**src/rtl/movavg_pkg.sv**
```systemverilog
// Shared constants and types for the 4-tap moving-sum datapath.
// Used by the upstream sum stage and the normalising output stage.
package movavg_pkg;
  localparam int SUM_W = 64;
  localparam int NTAPS = 4;
  localparam int WARMUP_SAMPLES = NTAPS - 1;
  localparam int NORM_SHIFT = 2;

  typedef logic [SUM_W-1:0] sum_t;
endpackage

```
**src/rtl/movavg_fifo.sv**
```systemverilog
// Small synchronous FIFO with occupancy count.
// Head data reads as zero while the FIFO is empty.
module movavg_fifo #(
  parameter int DEPTH = 4,
  parameter int W = 64,
  localparam int LW = $clog2(DEPTH + 1),
  localparam int PW = $clog2(DEPTH)
) (
  input  logic          clk,
  input  logic          reset,
  input  logic          push,
  input  logic          pop,
  input  logic [W-1:0]  wdata,
  output logic [W-1:0]  rdata,
  output logic [LW-1:0] level,
  output logic          full,
  output logic          empty
);
  logic [W-1:0]  mem [DEPTH];
  logic [PW-1:0] wr_ptr;
  logic [PW-1:0] rd_ptr;

  assign empty = (level == '0);
  assign full = (level == LW'(DEPTH));
  assign rdata = empty ? '0 : mem[rd_ptr];

  // Storage array; contents are don't-care until written.
  always_ff @(posedge clk) begin
    if (push) mem[wr_ptr] <= wdata;
  end

  // Pointer and occupancy bookkeeping; pointers wrap naturally.
  always_ff @(posedge clk) begin
    if (reset) begin
      wr_ptr <= '0;
      rd_ptr <= '0;
      level <= '0;
    end else begin
      if (push) wr_ptr <= wr_ptr + PW'(1);
      if (pop) rd_ptr <= rd_ptr + PW'(1);
      unique case ({push, pop})
        2'b10: level <= level + LW'(1);
        2'b01: level <= level - LW'(1);
        default: level <= level;
      endcase
    end
  end
endmodule

```
**src/rtl/movavg_norm.sv**
```systemverilog
// Divide-by-4 normaliser with warm-up suppression, output FIFO
// and drop statistics for the non-stallable moving-sum stage.
module movavg_norm
  import movavg_pkg::*;
#(
  parameter int DEPTH = 4,
  parameter int ROUND = 0,
  parameter int DROP_WARMUP = 1,
  localparam int LW = $clog2(DEPTH + 1)
) (
  input  logic          clk,
  input  logic          reset,
  input  sum_t          sum_in,
  input  logic          sum_valid,
  output sum_t          avg_out,
  output logic          avg_valid,
  input  logic          avg_ready,
  output logic [LW-1:0] level,
  output logic [15:0]   drop_cnt,
  output logic          overflow,
  input  logic          clr_stat
);
  logic [1:0]       warm;
  logic             warm_ok;
  logic [SUM_W:0]   ext;
  sum_t             norm;
  logic             pop;
  logic             push;
  logic             drop;
  logic             full;
  logic             empty;

  assign warm_ok = (DROP_WARMUP == 0) || (warm == 2'(WARMUP_SAMPLES));
  assign ext = {1'b0, sum_in} + (SUM_W+1)'(ROUND != 0 ? 2 : 0);
  assign norm = SUM_W'(ext >> NORM_SHIFT);
  assign avg_valid = !empty;
  assign pop = avg_valid && avg_ready;
  assign push = sum_valid && warm_ok && (!full || pop);
  assign drop = sum_valid && warm_ok && full && !pop;

  movavg_fifo #(
    .DEPTH(DEPTH),
    .W(SUM_W)
  ) u_fifo (
    .clk(clk),
    .reset(reset),
    .push(push),
    .pop(pop),
    .wdata(norm),
    .rdata(avg_out),
    .level(level),
    .full(full),
    .empty(empty)
  );

  // Warm-up counter tracks upstream tap fill; saturates once primed.
  always_ff @(posedge clk) begin
    if (reset) warm <= '0;
    else if (sum_valid && warm != 2'(WARMUP_SAMPLES)) warm <= warm + 2'd1;
  end

  // Drop statistics; a drop in the clear cycle lands after the clear.
  always_ff @(posedge clk) begin
    if (reset) begin
      drop_cnt <= '0;
      overflow <= 1'b0;
    end else begin
      if (drop) begin
        overflow <= 1'b1;
        if (clr_stat) drop_cnt <= 16'd1;
        else if (drop_cnt != 16'hFFFF) drop_cnt <= drop_cnt + 16'd1;
      end else if (clr_stat) begin
        drop_cnt <= '0;
        overflow <= 1'b0;
      end
    end
  end
endmodule

```
**config.mk**
```make
export PLATFORM = sky130hd
export DESIGN_NAME = movavg_norm
export DESIGN_NICKNAME = d
export VERILOG_FILES = /design/src/rtl/movavg_pkg.sv /design/src/rtl/movavg_fifo.sv /design/src/rtl/movavg_norm.sv
export SDC_FILE = /design/constraint.sdc
export NUM_CORES = 1
export LEC_CHECK = 0
export ABC_AREA = 1
export BUFFER_PORTS_ARGS = -buffer_cell sky130_fd_sc_hd__buf_2
export CAP_MARGIN = 20
export CELL_PAD_IN_SITES_DETAIL_PLACEMENT = 0
export CELL_PAD_IN_SITES_GLOBAL_PLACEMENT = 1
export CORE_UTILIZATION = 46
export CTS_CLUSTER_DIAMETER = 40
export DETAILED_ROUTE_END_ITERATION = 16
export PLACE_DENSITY_LB_ADDON = 0.2
export REMOVE_ABC_BUFFERS = 1
export SETUP_SLACK_MARGIN = 0.05
export SYNTH_ARGS = -nofsm -noshare
export SYNTH_HDL_FRONTEND = slang
export SYNTH_HIERARCHICAL = 1
export SYNTH_SLANG_ARGS = --single-unit
```
**constraint.sdc**
```tcl
create_clock -name clk -period 3.9 [get_ports clk]
set_clock_uncertainty 0.1 [all_clocks]
set_input_delay 0.195 -clock clk [delete_from_list [all_inputs] [get_ports clk]]
set_output_delay 0.195 -clock clk [all_outputs]
set_load 0.01 [all_outputs]
```
==> impl_metrics.prom <==
# TYPE chip_impl_metric gauge
chip_impl_metric{name="post_cts.repair.setup_buffers",unit=""} 0
chip_impl_metric{name="cts-buffers-inserted",unit=""} 38
chip_impl_metric{name="synth.lib_cells_used.distinct",unit=""} 34
chip_impl_metric{name="final_antenna_violating_net_count",unit=""} 0
chip_impl_metric{name="global_route_usage_over_all_layers",unit="%"} 19.30
chip_impl_info{name="synth_area_leader_cell",value="sky130_fd_sc_hd__edfxtp_1"} 1
chip_impl_metric{name="drc_errors",unit=""} 0
chip_impl_metric{name="synth_simple_gate_area_share",unit="%"} 17.42
chip_impl_metric{name="power.net_switching",unit="W"} 0.002149
chip_impl_metric{name="clk_path_buf_depth",unit=""} 3
chip_impl_metric{name="actual_transition_at_the_worst_max_transition_pin",unit="ns"} 0.9185
chip_impl_metric{name="hold_violations_final",unit=""} 0
chip_impl_metric{name="drt-initial-drc-count",unit=""} 464
chip_impl_metric{name="core_area",unit="um^2"} 25180
chip_impl_metric{name="static-leakage-power",unit="nW"} 5.924
chip_impl_info{name="cp-end-kind",value="output pin"} 1
chip_impl_metric{name="place.detailed.hpwl",unit="um"} 13500
chip_impl_info{name="ctsRootBufferMaster",value="sky130_fd_sc_hd__clkbuf_16"} 1
chip_impl_metric{name="setup_total_negative_slack",unit="ns"} 0
chip_impl_metric{name="cts.clk_slew.worst_paths",unit="ns"} 0.06
chip_impl_metric{name="internal_power",unit="W"} 0.005981
chip_impl_metric{name="clock.fmax",unit="MHz"} 399.5
chip_impl_metric{name="placement.io_buffers",unit=""} 151
chip_impl_metric{name="floorplan.die.height",unit="um"} 162.1
chip_impl_metric{name="final.period_utilization",unit="%"} 64.18
chip_impl_metric{name="clock_sinks",unit=""} 284
chip_impl_metric{name="critPathRequiredTime",unit="ns"} 3.61
chip_impl_metric{name="syn_to_final_growth",unit="%"} 25.51
chip_impl_metric{name="placedInstanceArea",unit="um^2"} 12810
chip_impl_metric{name="post_cts_resize_count",unit=""} 0
chip_impl_metric{name="vias",unit=""} 8003
chip_impl_metric{name="maxCapViolations",unit=""} 0
chip_impl_metric{name="arrival",unit="ns"} 2.21
chip_impl_metric{name="period_minus_slack",unit="ns"} 2.503
chip_impl_metric{name="initial_utilization",unit="%"} 46.83
chip_impl_metric{name="cts_hold_repair.buffers",unit=""} 67
chip_impl_metric{name="post_synth_design_cell_area",unit="um^2"} 11790
chip_impl_metric{name="finalWirelength",unit="um"} 24750
chip_impl_metric{name="n_fill_cell",unit=""} 2120
chip_impl_metric{name="drt_pre_antenna_iters",unit=""} 4
chip_impl_info{name="worst_r2r_startpoint",value="u_fifo/level[2]$_SDFFE_PP0P_"} 1
chip_impl_metric{name="timing_max_transition_violations_final",unit=""} 0
chip_impl_metric{name="h-tree-depth",unit=""} 2
chip_impl_metric{name="clkPwrFrac",unit="%"} 42.7
chip_impl_metric{name="largest_fanout_of_any_net_on_the_critical_path",unit=""} 68
chip_impl_metric{name="syn-mean-instance-area",unit="um^2"} 11.02
chip_impl_metric{name="first_global_vias",unit=""} 7855
chip_impl_metric{name="setup_slack",unit="ns"} 1.397
chip_impl_metric{name="hold-path-cell-count",unit=""} 2
chip_impl_info{name="worst_setup_path_start_kind",value="flip-flop"} 1
chip_impl_metric{name="sequential_fraction_of_the_synthesis_area",unit="%"} 69.93
chip_impl_metric{name="power-per-cell-area",unit="nW/um^2"} 549.2
chip_impl_metric{name="route.detailed.wl_per_inst",unit="um"} 14.96
chip_impl_metric{name="fp.dieArea",unit="um^2"} 26280
chip_impl_metric{name="rows",unit=""} 58
chip_impl_info{name="tritoncts",value="yes"} 1
chip_impl_info{name="worstHoldPathType",value="input pin to flip-flop"} 1
chip_impl_info{name="ys_top_cells_by_area",value="sky130_fd_sc_hd__edfxtp_1 65%, sky130_fd_sc_hd__nand2_1 10%, sky130_fd_sc_hd__nor2_1 5.0%"} 1
chip_impl_metric{name="ios",unit=""} 154
chip_impl_metric{name="comb_power_share",unit="%"} 16.0
chip_impl_metric{name="reg2reg_slack",unit="ns"} 1.48
chip_impl_metric{name="design.final.nets",unit=""} 1370
chip_impl_metric{name="placer_congestion",unit=""} 0.8495
chip_impl_metric{name="hold_slack",unit="ns"} 0.3367
chip_impl_metric{name="vdd.ir_drop.worst",unit="mV"} 0.6384
chip_impl_info{name="timing.hold.worst_endpoint",value="u_fifo/mem[3][5]$_DFFE_PP_"} 1
chip_impl_metric{name="switching_portion_of_total_power",unit="%"} 26.44
chip_impl_info{name="r2r-end",value="u_fifo/level[2]$_SDFFE_PP0P_"} 1
chip_impl_metric{name="reg2reg_path_depth",unit=""} 13
chip_impl_metric{name="clk-insertion-delay-late",unit="ns"} 0.50
chip_impl_metric{name="synthesis.instances",unit=""} 1070
chip_impl_info{name="outcome",value="complete, no violations"} 1
chip_impl_info{name="synth_top_family_by_area",value="simple AND/OR/NAND/NOR gates"} 1
chip_impl_metric{name="maximum_number_of_pins_on_one_net_before_global_route_repair",unit=""} 73
chip_impl_metric{name="grt_first_pass_wirelength",unit="um"} 39520
chip_impl_metric{name="xor_and_xnor_area_share_after_synthesis",unit="%"} 0
chip_impl_metric{name="detailedPlace.worstSlack",unit="ns"} 1.482
chip_impl_metric{name="layout-drive-gt1-share",unit="%"} 19.43
chip_impl_metric{name="grt_overflow_total",unit=""} 0
chip_impl_metric{name="synth_fa_ha_area_share",unit="%"} 0.9124
chip_impl_metric{name="synth_compound_gate_area_share",unit="%"} 7.341
chip_impl_metric{name="share_of_power_burned_in_registers",unit="%"} 41.4
chip_impl_metric{name="route.detailed.vias_per_inst",unit=""} 4.839
chip_impl_info{name="timing_worst_setup_path_type",value="flip-flop to output pin"} 1
chip_impl_info{name="setup_repair_after_global_routing_missed_its_margin",value="false"} 1
chip_impl_metric{name="synth-warning-count",unit=""} 6
chip_impl_metric{name="synth.area.mux_share",unit="%"} 0
chip_impl_metric{name="finalSetupViolations",unit=""} 0
chip_impl_metric{name="antenna_found_initial",unit=""} 1
chip_impl_info{name="startpoint_of_the_tightest_hold_check_path",value="sum_in[7]"} 1
chip_impl_metric{name="slew_headroom",unit="%"} 38.77
chip_impl_metric{name="postLayoutCellArea",unit="um^2"} 14800
chip_impl_metric{name="synth_seq_cells",unit=""} 284
chip_impl_metric{name="synth.top_cell.area_share",unit="%"} 65.18
chip_impl_metric{name="die_extent_in_x",unit="um"} 162.1
==> sequential cells by signal (all words and copies together) (netlist names), named ones only <==
name / flops
u_fifo/mem: 256
drop_cnt: 16
u_fifo/level: 3
u_fifo/rd_ptr: 2
u_fifo/wr_ptr: 2
warm: 2
overflow: 1
==> cell type report <==
cell class | count | area [um^2] | area share, %
clock buffer | 44 | 1047 | 7.075
timing repair buffer | 228 | 1564 | 10.57
antenna | 1 | 2.502 | 0.01690
multi-input combinational | 693 | 3063 | 20.69
tap | 330 | 412.9 | 2.789
sequential | 284 | 8252 | 55.74
inverter | 48 | 186.4 | 1.259
clock inverter | 26 | 275.3 | 1.860
==> logic make-up (layout without fill, tap and decap cells) <==
group / count (synthesis) / count (layout)
and+or+nand+nor: 511 / 511
adders and majority gates: 8 / 8
AOI/OAI and AO/OA: 166 / 166
other: 1 / 9
DFF: 284 / 284
buffers and inverters: 100 / 346
==> placed cells by master, fill, tap and decap left out, types with 2 or more instances in the layout <==
cell	instances
sky130_fd_sc_hd__a21oi_1	75
sky130_fd_sc_hd__a21oi_2	5
sky130_fd_sc_hd__buf_12	5
sky130_fd_sc_hd__buf_2	151
sky130_fd_sc_hd__buf_4	5
sky130_fd_sc_hd__bufinv_16	4
sky130_fd_sc_hd__clkbuf_1	2
sky130_fd_sc_hd__clkbuf_16	41
sky130_fd_sc_hd__clkinv_1	4
sky130_fd_sc_hd__clkinv_2	5
sky130_fd_sc_hd__clkinv_4	6
sky130_fd_sc_hd__clkinvlp_4	4
sky130_fd_sc_hd__conb_1	8
sky130_fd_sc_hd__dfxtp_1	27
sky130_fd_sc_hd__dlygate4sd3_1	67
sky130_fd_sc_hd__edfxtp_1	256
sky130_fd_sc_hd__ha_1	7
sky130_fd_sc_hd__inv_1	39
sky130_fd_sc_hd__inv_2	6
sky130_fd_sc_hd__inv_4	2
sky130_fd_sc_hd__inv_6	3
sky130_fd_sc_hd__nand2_1	314
sky130_fd_sc_hd__nand2_2	4
sky130_fd_sc_hd__nand2_4	2
sky130_fd_sc_hd__nand3_1	14
sky130_fd_sc_hd__nand4_1	8
sky130_fd_sc_hd__nor2_1	156
sky130_fd_sc_hd__nor2_2	2
sky130_fd_sc_hd__nor2_4	3
sky130_fd_sc_hd__o21ai_0	74
sky130_fd_sc_hd__o21ai_1	6
sky130_fd_sc_hd__o21bai_1	5
sky130_fd_sc_hd__or2_2	2
==> worst max-delay path by stage <==
stage	start	endpoint	slack [ns]
CTS	flip-flop	avg_out[61]	1.37
floorplan	u_fifo/level[0]$_SDFFE_PP0P_	u_fifo/mem[0][0]$_DFFE_PP_	-2.16
global placement	u_fifo/level[1]$_SDFFE_PP0P_	u_fifo/mem[2][33]$_DFFE_PP_	1.50
finish	flip-flop	avg_out[61]	1.40
detailed placement	u_fifo/level[2]$_SDFFE_PP0P_	u_fifo/level[2]$_SDFFE_PP0P_	1.48
global route	u_fifo/level[2]$_SDFFE_PP0P_	u_fifo/level[2]$_SDFFE_PP0P_	1.22
==> per-stage QoR <==
stage / power (W) / std cells / utilization [%]
floorplan: 0.004176 / 1025 / -
global placement: 0.004677 / 1516 / 50.86
detailed placement: 0.004688 / 1516 / 50.86
CTS: 0.008235 / 1653 / 58.77
global route: 0.008506 / 1654 / 58.78
finish: 0.008130 / 1654 / 58.78
==> synth_stat cells <==
cell,count
sky130_fd_sc_hd__nand3_2,1
sky130_fd_sc_hd__edfxtp_1,256
sky130_fd_sc_hd__fa_1,1
sky130_fd_sc_hd__nand2_2,4
sky130_fd_sc_hd__nand3b_4,1
sky130_fd_sc_hd__buf_8,1
sky130_fd_sc_hd__o2111ai_1,1
sky130_fd_sc_hd__a21oi_2,5
sky130_fd_sc_hd__ha_1,7
sky130_fd_sc_hd__nor3_1,2
sky130_fd_sc_hd__inv_2,3
sky130_fd_sc_hd__nand2_1,314
sky130_fd_sc_hd__dfxtp_1,28
sky130_fd_sc_hd__nor2_2,2
sky130_fd_sc_hd__buf_4,7
sky130_fd_sc_hd__nor2_4,3
sky130_fd_sc_hd__nor2_1,156
sky130_fd_sc_hd__buf_1,2
sky130_fd_sc_hd__clkbuf_1,13
sky130_fd_sc_hd__nand3_4,1
sky130_fd_sc_hd__and2_1,1
sky130_fd_sc_hd__nand3_1,14
sky130_fd_sc_hd__buf_6,10
sky130_fd_sc_hd__a21oi_1,75
sky130_fd_sc_hd__buf_2,19
sky130_fd_sc_hd__inv_4,1
sky130_fd_sc_hd__or2_2,2
sky130_fd_sc_hd__o21ai_0,74
sky130_fd_sc_hd__o21ai_1,6
sky130_fd_sc_hd__nand4_1,8
sky130_fd_sc_hd__conb_1,1
sky130_fd_sc_hd__nand2_4,2
sky130_fd_sc_hd__inv_1,44
sky130_fd_sc_hd__o21bai_1,5
==> worst max-delay path: stages (launching register included) <==
cell and delay, ns:
sky130_fd_sc_hd__dfxtp_4 0.36, sky130_fd_sc_hd__buf_4 0.58, sky130_fd_sc_hd__nor2_1 0.11, sky130_fd_sc_hd__nor2_1 0.10
sky130_fd_sc_hd__o21ai_0 0.09, sky130_fd_sc_hd__a21oi_1 0.25, sky130_fd_sc_hd__buf_2 0.19
==> power groups by stage <==
stage                     registers, W  logic (W)  clock network (W)
after global routing           0.00336    0.00147            0.00368
after floorplan                0.00348   0.000692                  0
after CTS                      0.00336    0.00132            0.00355
after detailed placement       0.00342    0.00126                  0
final                          0.00336    0.00130            0.00347
after global placement         0.00342    0.00125                  0
==> layer usage <==
metal,part of all wire [%],up-vias,track usage [%]
met1,42,3737,23.43
met5,0,-,0
met3,5.0,29,3.984
li1,-,4067,-
met2,51,170,34.55
met4,1.6,0,5.575
Power figures use the tool's default switching activity.
